[src/rtl/cpu_prog_sequencer.sv]
// cpu_prog_sequencer: steps a loaded program through an external CPU one word at a time,
// capturing each settled result for a ready/valid consumer.
module cpu_prog_sequencer #(
    parameter int DEPTH  = 16,
    parameter int SETTLE = 2
) (
    input  logic                       clk,
    input  logic                       rst_n,
    input  logic                       load_en,
    input  logic [$clog2(DEPTH)-1:0]   load_addr,
    input  logic [9:0]                 load_data,
    input  logic [$clog2(DEPTH):0]     prog_len,
    input  logic                       start,
    output logic [9:0]                 PI,
    input  logic [4:0]                 R_in,
    input  logic                       CF_in,
    input  logic                       SF_in,
    input  logic                       ZF_in,
    input  logic                       GF_in,
    output logic                       res_valid,
    input  logic                       res_ready,
    output logic [8:0]                 res_data,
    output logic [$clog2(DEPTH)-1:0]   res_idx,
    output logic                       busy,
    output logic                       done
);
    localparam int AW = $clog2(DEPTH);
    localparam int LW = AW + 1;
    localparam int CW = $clog2(SETTLE + 1);

    typedef enum logic [2:0] {S_IDLE, S_ISSUE, S_SETTLE, S_OUT, S_DONE} state_t;

    state_t          state;
    logic [AW-1:0]   pc;
    logic [LW-1:0]   len;
    logic [CW-1:0]   cnt;
    logic [9:0]      mem [DEPTH];

    // Memory has no reset so a program survives a reset pulse.
    always_ff @(posedge clk) begin
        if (load_en && !busy) mem[load_addr] <= load_data;
    end

    always_ff @(posedge clk or negedge rst_n) begin
        if (!rst_n) begin
            state     <= S_IDLE;
            pc        <= '0;
            len       <= '0;
            cnt       <= '0;
            PI        <= '0;
            res_valid <= 1'b0;
            res_data  <= '0;
            res_idx   <= '0;
            busy      <= 1'b0;
            done      <= 1'b0;
        end else begin
            done <= 1'b0;
            case (state)
                S_IDLE: if (start) begin
                    len  <= prog_len > LW'(DEPTH) ? LW'(DEPTH) : prog_len;
                    pc   <= '0;
                    busy <= 1'b1;
                    if (prog_len != '0) begin
                        state <= S_ISSUE;
                        PI    <= mem[0];
                    end else begin
                        state <= S_DONE;
                        done  <= 1'b1;
                    end
                end
                S_ISSUE: begin
                    state <= S_SETTLE;
                    cnt   <= CW'(SETTLE - 1);
                end
                S_SETTLE: if (cnt != '0) begin
                    cnt <= cnt - CW'(1);
                end else begin
                    state     <= S_OUT;
                    res_valid <= 1'b1;
                    res_data  <= {GF_in, ZF_in, SF_in, CF_in, R_in};
                    res_idx   <= pc;
                end
                S_OUT: if (res_ready) begin
                    res_valid <= 1'b0;
                    if ({1'b0, pc} == len - LW'(1)) begin
                        state <= S_DONE;
                        done  <= 1'b1;
                        PI    <= '0;
                    end else begin
                        state <= S_ISSUE;
                        pc    <= pc + AW'(1);
                        PI    <= mem[pc + AW'(1)];
                    end
                end
                S_DONE: begin
                    state <= S_IDLE;
                    busy  <= 1'b0;
                end
                default: state <= S_IDLE;
            endcase
        end
    end
endmodule

[config.mk]
export PLATFORM = sky130hd
export DESIGN_NAME = cpu_prog_sequencer
export DESIGN_NICKNAME = d
export VERILOG_FILES = /design/src/rtl/cpu_prog_sequencer.sv
export SDC_FILE = /design/constraint.sdc
export NUM_CORES = 1
export LEC_CHECK = 0
export ABC_AREA = 1
export CORE_ASPECT_RATIO = 1.5
export CORE_MARGIN = 4
export CORE_UTILIZATION = 53
export DETAILED_ROUTE_END_ITERATION = 10
export PLACE_DENSITY_LB_ADDON = 0.3
export SLEW_MARGIN = 20
export SYNTH_ARGS = -nofsm -noshare
export SYNTH_HDL_FRONTEND = slang
export SYNTH_SLANG_ARGS = --single-unit
[constraint.sdc]
create_clock -name clk -period 1.97 [get_ports clk]
set_clock_uncertainty 0.15 [all_clocks]
set_input_delay 0.197 -clock clk [delete_from_list [all_inputs] [get_ports clk]]
set_output_delay 0.197 -clock clk [all_outputs]
set_load 0.1 [all_outputs]
**After elaboration in Yosys (flattened, before gate mapping)**

Memories as Yosys holds them, arrays and structs flattened.
Index checks and enable logic that the tools add are counted.

- RAM bits: 160
- Output and inout bits: 26
- Word-level logic and storage cells: 74
- Input port bits: 33
- Bits in registers: 40
- Memories: 1

- Mux-type cells: 30
- Reduce and logical (&&, ||, !) cells: 17
- Equal/unequal tests: 11
- Order comparisons: 1
- Bitwise logic cells: 1
- $add $sub $neg: 3

Memories:

| memory | depth | width | read ports | clocked after memory_dff | wr ports | RTL line | text |
|---|---|---|---|---|---|---|---|
| mem | 16 | 10 | 2 | 0 | 1 | 37 | `logic [9:0] mem [DEPTH];` |

Operator list:

| kind | number |
|---|---|
| $mux W10 | 4 |
| $pmux W10 S2 | 1 |
| $mux W3 | 5 |
| $mux W4 | 3 |
| $ne A2 B2 Y1 const B | 6 |
| $pmux W3 S4 | 1 |
| $reduce_bool A2 Y1 | 5 |
| $mux W1 | 9 |
| $pmux W4 S2 | 1 |
| $reduce_and A2 Y1 | 4 |
| $reduce_and A4 Y1 | 2 |
| $eq A3 B2 Y1 const B | 2 |
| $pmux W1 S2 | 3 |
| $reduce_and A3 Y1 | 2 |
| $eq A4 B5 Y1 | 1 |
| $gt A5 B5 Y1 const B | 1 |
| $mux W5 | 1 |
| $reduce_bool A5 Y1 | 1 |
| $sub A5 B1 Y5 const B | 1 |
| $add A4 B1 Y4 const B | 1 |
| $pmux W2 S2 | 1 |
| $eq A3 B1 Y1 const B | 1 |
| $eq A3 B3 Y1 const B | 1 |
| $logic_not A3 Y1 | 1 |
| other kinds (5) | 5 |

**Depth between registers and ports, before layout**

Gate-level depths: netlist of the first run.

- Word-level depth: 5
- Mapped depth: 13
- Mapped depth without buffers: 13

**Least setup slack after synthesis of the first run**

Ideal clock, no wire load.

- Kind: register to register
- Start point: reg busy
- End point: mem mem[12][0] (enable)
- Buffers on the path: 0
- Library setup time: 376 ps
- Data arrival time: 1693 ps
- Data required time: 1444 ps
- Cell stages (with the launch flop): 4
- Period minus slack after synthesis: 2220 ps
- Slack: -250 ps
- Path through: dfrtp_1 nor2_1 nand3_1 nor2_1

- Cells in the longest elaborated chain, start to end: 4

RTL lines:

| element | RTL line | text |
|---|---|---|
| from (decl) | 24 | `output logic busy,` |
| from (signal assigned) | 54 | `busy <= 1'b0;` |
| from (signal assigned) | 62 | `busy <= 1'b1;` |
| from (signal assigned) | 97 | `busy <= 1'b0;` |
| $logic_not A1 Y1 | 41 | `if (load_en && !busy) mem[load_addr] <= load_data;` |
| $logic_and A1 B1 Y1 | 41 |  |
| $mux W1 | 41 |  |
| $mux W1 (not written as such) | 41 |  |
| to (decl) | 37 |  |

No other way between the ends.

**Worst setup path after layout of the first run**

- Start point: reg pc[0]
- End point: reg PI[0]

- Cells in the longest elaborated chain, start to end: 5
- Elaborated cells between the ends (all ways): 6
- Classes of those cells: add/sub: 1; eq/ne: 1; mux: 3; memory: 1

RTL lines:

| element | RTL line | text |
|---|---|---|
| from (decl) | 34 | `logic [AW-1:0] pc;` |
| from (signal assigned) | 91 | `pc <= pc + AW'(1);` |
| $add A4 B1 Y4 | 92 | `PI <= mem[pc + AW'(1)];` |
| $mem_v2 Z16 W10 | - |  |
| $mux W10 (*) | 85 | `if ({1'b0, pc} == len - LW'(1)) begin` |
| $mux W10 (*) | 83 | `S_OUT: if (res_ready) begin` |
| $pmux W10 S2 (*) | 58 | `case (state)` |
| to (signal assigned) | 65 | `PI <= mem[0];` |
| to (signal assigned) | 92 |  |
| to (decl) | 14 | `output logic [9:0] PI,` |

Mark *: on every way between the ends. The rest lies on a longest branch, timed or not. The select of a mux whose other input is x is not followed.
A chain may end at the register's enable or synchronous reset.

==> flow_summary.json, run 1 <==
{
  "category_of_the_worst_setup_path_capture_point": "register",
  "hp-class": "in2async",
  "route.detailed.drc": 0,
  "detail_route.wirelength_um": 20510,
  "worstSetupPathType": "reg2reg",
  "postSynthCellCount": 746,
  "cp.arrival_ns": 2.10,
  "leakage_nw": 3.946,
  "worst_setup_path_start_kind": "register",
  "grt.met1_usage_pct": 28.65,
  "finalNetCount": 873,
  "timing.fmax_mhz": 519.0,
  "cts_root_buf": "clkbuf_16",
  "final_core_utilization_pct": 67.58,
  "synth_area_leader_cell": "edfxtp_1",
  "number_of_buffers_inserted_during_clock_tree_synthesis": 17,
  "vdd_ir_drop_max_v": 0.001135,
  "synth_largest_type_area_fraction_pct": 57.96,
  "initialDrtViolationCount": 627,
  "grt_pass1_vias": 5897,
  "seq_cells_post_synth": 200,
  "period_needed_ns": 1.927,
  "drv_slew": 0,
  "clock_latency_at_the_later_pin_of_the_worst_skew_pair_ns": 0.43,
  "number_of_synthesized_flops_with_an_enable_pin": 160,
  "top_usage_layer": "met2",
  "setup_viol_count_final": 0,
  "ctsHtreeMaxLevel": 4,
  "grt_first_pass_wirelength_um": 31180,
  "outcome": "complete, no violations",
  "synth-async-reset-ratio_pct": 20.00,
  "synth.area.top_cells": "edfxtp_1 (58%), dfrtp_1 (12%), nand2_1 (9.8%)",
  "cts_tree": "yes",
  "layout-drive-gt1-share_pct": 18.12,
  "detailedPlacementHpwl_um": 13170,
  "grt_util_all_layers_pct": 23.25,
  "use_met3_pct": 4.678,
  "grt_setup_unrepaired": "yes",
  "drt_first_pass_iters": 5,
  "timing.final.crit_share_pct": 97.80,
  "die_h_um": 161.2,
  "die_width_um": 110.1,
  "syn2layout_area_growth_pct": 23.99,
  "max-slew-margin-rel_pct": 52.42,
  "met2_usage_pct": 38.95,
  "ys_top_cells_by_count": "nand2_1 (217), edfxtp_1 (160), nand3_1 (150)",
  "antenna_violating_nets_left": 0,
  "route.detailed.vias_per_inst": 5.754,
  "routabilityCongestion": 0.8274,
  "row_count": 55,
  "grt_antenna_before_repair": 0,
  "seq_area_frac_synth_pct": 70.04,
  "maximum_number_of_pins_on_one_net_before_global_route_repair": 47,
  "p_total_mw": 15.20,
  "synth.most_common_cell": "nand2_1",
  "final-hold-violation-count": 0,
  "dr_total_vias": 6036,
  "syn_nets": 782,
  "synth_cell_types": 26,
  "floorplan.die_area_mm2": 0.01775,
  "tritoncts_num_sinks": 200,
  "clockBufferDepth": 2,
  "clkSlewWorstSetupHoldPaths_ns": 0.08,
  "global_route.overflow_total": 0,
  "power.density_cell_area_mw_per_mm2": 1479,
  "avgSynthCellArea_um2": 11.11,
  "mapped_area_mm2": 0.008289,
  "core_area_mm2": 0.01521,
  "top_level_ports": 59,
  "routed_wire_length_per_instance_um": 19.55,
  "place.port_buffers": 58,
  "cap_violations": 0,
  "start_util_pct": 54.50,
  "antenna-diode-count": 0,
  "fin_worst_hold_slack_ns": 0.08143,
  "worst_slew_pin_tran_ns": 0.7115,
  "worst-endpoint-required_ns": 2.14,
  "yosys_warnings": 0,
  "crit_path_max_fanout": 20,
  "synth_ff_type": "edfxtp_1"
}
[stage by stage]
stage,area (um^2),instances,setup slack [ns],setup TNS [ns]
2_1_floorplan,8330,746,0.06511,0
6_report,10280,1049,0.04334,0
3_5_place_dp,9514,1012,-0.06858,-6.257
5_1_grt,10280,1049,-0.05992,-0.1092
3_3_place_gp,9514,1012,-0.07336,-6.713
4_1_cts,10170,1045,0.02118,0
[flip-flops by register name, summed over array words and instances, names as in the netlist]
signal / cells
mem: 160
PI: 10
res_data: 9
len: 5
pc: 4
res_idx: 4
state: 3
cnt: 2
busy: 1
done: 1
res_valid: 1
[power breakdown]
part	total [mW]	switching [mW]	internal [mW]
registers	5.14	0.221	4.92
clock network	3.49	1.67	1.83
logic	6.56	4.66	1.90
[what timing repair did]
| item | 4_1_cts | 5_1_grt |
|---|---|---|
| endpoints found under the setup margin | 5 | 14 |
| gates resized for setup | 7 | 14 |
| pin swaps | 0 | 1 |
| setup buffers | 0 | 2 |
| gates cloned | 0 | 2 |
| hold buffers | 1 | 0 |
| hold endpoints to repair | 37 | 0 |
[path summary, 6_finish.rpt]
path	cells past startpoint	from	end	slack [ns]
setup / recovery	8	pc[0]	PI[0]	0.04
hold / removal	2	rst_n	state[2]	0.08
setup reg to reg	8	pc[0]	PI[0]	0.04
hold reg to reg	1	cnt[0]	cnt[0]	0.34
max in group asynchronous	3	rst_n	busy	0.90
min in group clk	2	ZF_in	res_data[7]	0.23
[final cells by class]
type	instances	area (um^2)
sequential	200	5808
clock buffer	17	425.4
tap	199	249.0
inverter	32	122.6
timing repair buffer	108	1196
clock inverter	15	188.9
fill	1096	4931
multi-input combinational	478	2287
[cells in the final DEF, fill, tap and decap left out, drive strengths merged]
| cell type | instances |
|---|---|
| a21oi | 24 |
| buf | 74 |
| bufinv | 1 |
| clkbuf | 19 |
| clkdlybuf4s50 | 31 |
| clkinv | 10 |
| dfrtp | 40 |
| dlygate4sd3 | 1 |
| edfxtp | 160 |
| ha | 3 |
| inv | 36 |
| mux2 | 10 |
| nand2 | 218 |
| nand3 | 150 |
| nand3b | 1 |
| nand4 | 10 |
| nor2 | 43 |
| nor3 | 2 |
| o21ai | 12 |
| o31ai | 2 |
| xor2 | 3 |
[critical path, stage by stage (launching register included)]
cell	delay, ns
dfrtp_2	0.42
ha_1	0.34
inv_2	0.11
buf_12	0.16
nand3_1	0.10
nand3_1	0.16
nand3_2	0.15
nand4_1	0.13
a21oi_1	0.07
[kinds of logic after synthesis]
| logic type | Yosys count | synth area share (%) |
|---|---|---|
| AO/OA/AOI/OAI | 38 | 2.400 |
| AND/OR/NAND/NOR | 424 | 21.90 |
| XOR/XNOR | 3 | 0.4076 |
| buffers and inverters | 68 | 3.441 |
| multiplexers | 10 | 1.359 |
| flip-flops | 200 | 70.04 |
| adder cells (fa/ha/maj) | 3 | 0.4529 |
[routing by layer]
| layer | routed length [um] | vias up |
|---|---|---|
| li1 | - | 2764 |
| met1 | 7649 | 2919 |
| met2 | 10600 | 305 |
| met3 | 1434 | 48 |
| met4 | 824 | 0 |
| met5 | 0 | - |
Power figures use the tool's default switching activity.
==> inputs of run 2 (changes only) <==
--- a/config.mk
+++ b/config.mk
@@ -8,7 +8,7 @@
 export ABC_AREA = 1
 export CORE_ASPECT_RATIO = 1.5
 export CORE_MARGIN = 4
-export CORE_UTILIZATION = 53
+export CORE_UTILIZATION = 40
 export DETAILED_ROUTE_END_ITERATION = 10
 export PLACE_DENSITY_LB_ADDON = 0.3
 export SLEW_MARGIN = 20
==> run 2 against run 1 <==
Clock-buffer cell count stayed put. Register-to-register slack hardly changed. Via count is 2.8% lower. Clock power is 5.7% lower. Utilization is 17 points lower. Sequential power hardly changed. Combinational power is 3.0% higher. Fmax is 0.59% higher. Largest cell class unchanged. Power hardly changed.
==> flow_summary.json, run 2 (synthesis gave the netlist of run 1 again) <==
{
  "syn2layout_area_growth_pct": 24.71,
  "leading_cell_types_in_the_layout_fill_and_taps_excluded": "nand2_1 (216), edfxtp_1 (160), nand3_1 (148)",
  "p_total_mw": 15.19,
  "layout.cells.most_common": "nand2_1",
  "power.density_cell_area_mw_per_mm2": 1470,
  "cap_violations": 0,
  "vdd_ir_drop_max_v": 0.0006582,
  "fin_worst_hold_slack_ns": 0.09436,
  "floorplan.die_area_mm2": 0.02314,
  "cp.arrival_ns": 2.13,
  "tritoncts_num_sinks": 200,
  "global_route.overflow_total": 0,
  "clock_latency_at_the_later_pin_of_the_worst_skew_pair_ns": 0.44,
  "die_width_um": 125.5,
  "clockBufferDepth": 2,
  "final.setup.tns_ns": 0,
  "number_of_buffers_inserted_during_clock_tree_synthesis": 17,
  "die_h_um": 184.3,
  "grt_antenna_before_repair": 0,
  "setup_viol_count_final": 0,
  "row_count": 64,
  "r2r_start": "pc[0]",
  "worst_slew_pin_tran_ns": 0.6972,
  "leakage_nw": 3.972,
  "route.detailed.vias_per_inst": 5.212,
  "grt_first_pass_wirelength_um": 31110,
  "routed_wire_length_per_instance_um": 17.91,
  "grt_pass1_vias": 5863,
  "maximum_number_of_pins_on_one_net_before_global_route_repair": 59,
  "route.detailed.drc": 0,
  "grt.met1_usage_pct": 19.61,
  "ff2ff_path_depth": 9,
  "detailedPlacementHpwl_um": 13530,
  "antenna-diode-count": 0,
  "largest_register_ffs": 160,
  "crit_path_max_fanout": 23,
  "final_core_utilization_pct": 50.63,
  "outcome": "complete, no violations",
  "crit-reg2reg-capture": "PI[2]",
  "ctsHtreeMaxLevel": 4,
  "reg2reg_setup_slack_ns": 0.05,
  "worstSetupPathType": "reg2reg",
  "hp-class": "in2async",
  "antenna_violating_nets_left": 0,
  "place.port_buffers": 58,
  "core_area_mm2": 0.02042,
  "finalNetCount": 884,
  "final-hold-violation-count": 0,
  "register_name_with_the_most_flops": "mem",
  "clkSlewWorstSetupHoldPaths_ns": 0.07,
  "period_needed_ns": 1.915,
  "drt_first_pass_iters": 4,
  "start_util_pct": 40.59,
  "grt_util_all_layers_pct": 17.73,
  "use_met3_pct": 3.740,
  "initialDrtViolationCount": 420,
  "worst_setup_path_start_kind": "register",
  "dr_total_vias": 5864,
  "top_usage_layer": "met2",
  "grt_setup_unrepaired": "yes",
  "timing.fmax_mhz": 522.1,
  "worst_slack_ns": 0.05458,
  "cts_tree": "yes",
  "routabilityCongestion": 0.8285,
  "drv_slew": 0,
  "max-slew-margin-rel_pct": 53.37,
  "top_level_ports": 59,
  "timing.final.crit_share_pct": 97.23,
  "category_of_the_worst_setup_path_capture_point": "register",
  "preCtsSetupSlack_ns": -0.03897,
  "detail_route.wirelength_um": 20150,
  "layout-drive-gt1-share_pct": 19.16,
  "met2_usage_pct": 32.64,
  "cts_root_buf": "clkbuf_16",
  "worst-endpoint-required_ns": 2.18,
  "reg_top3": "mem x160, PI x10, res_data x9"
}
==> run 2: changes by cell type in the layout (fill, tap and decap cells not counted), sizes merged <==
cell	delta
buf	+12
clkinv	-5
clkinvlp	+4
inv	+2
bufinv	-1
clkbuf	-1
==> run 2: where the power goes <==
| part | internal, mW | total (mW) | switching (mW) |
|---|---|---|---|
| Clock | 1.66 | 3.29 | 1.62 |
| Combinational | 2.09 | 6.76 | 4.66 |
| Sequential | 4.92 | 5.15 | 0.227 |
| Total | 8.68 | 15.2 | 6.51 |
==> run 2: layout make-up <==
class | count | area, um^2
Fill cell | 1826 | 10080
Sequential cell | 200 | 5808
Multi-Input combinational cell | 478 | 2297
Timing Repair Buffer | 119 | 1216
Clock buffer | 17 | 425.4
Tap cell | 264 | 330.3
Clock inverter | 15 | 135.1
Inverter | 32 | 125.1
==> run 2: worst max-delay path by stage <==
| stage | from | cells after the start | slack (ns) | end |
|---|---|---|---|---|
| 4_1_cts | pc[0] | 8 | 0.03 | PI[2] |
| 5_1_grt | pc[0] | 8 | -0.01 | PI[0] |
| 3_5_place_dp | load_en | 7 | -0.04 | mem[7][3] |
| 3_3_place_gp | load_en | 7 | -0.06 | mem[13][8] |
| 2_1_floorplan | busy | 3 | 0.07 | mem[0][0] |
| 6_report | pc[0] | 9 | 0.05 | PI[2] |
==> run 2: what timing repair did <==
item,4_1_cts,5_1_grt
hold buffers,1,0
gates cloned,1,1
endpoints found under the setup margin,1,14
resized for setup,2,21
pin swaps,0,7
hold endpoints to repair,40,0
buffers inserted,0,1
==> run 2: metal layers <==
| metal | vias to the layer above | wire length [um] |
|---|---|---|
| li1 | 2792 | - |
| met1 | 2845 | 7393 |
| met2 | 185 | 10990 |
| met3 | 42 | 1193 |
| met4 | 0 | 571 |
| met5 | - | 0 |
==> run 2: stage by stage <==
step | instance area [um^2] | cells
floorplan | 8330 | 746
global placement | 9630 | 1090
detailed placement | 9630 | 1090
CTS | 10240 | 1124
global route | 10340 | 1125
finish | 10340 | 1125
==> run 2: worst max-delay path, cell delays in order (launching register included) <==
cell and delay, ns:
dfrtp_2 0.43, buf_4 0.20, inv_4 0.13, buf_12 0.18, nand2_1 0.08, nand3_1 0.09
nand3_1 0.11, nand3_1 0.11, nand4_1 0.17, a21oi_1 0.18
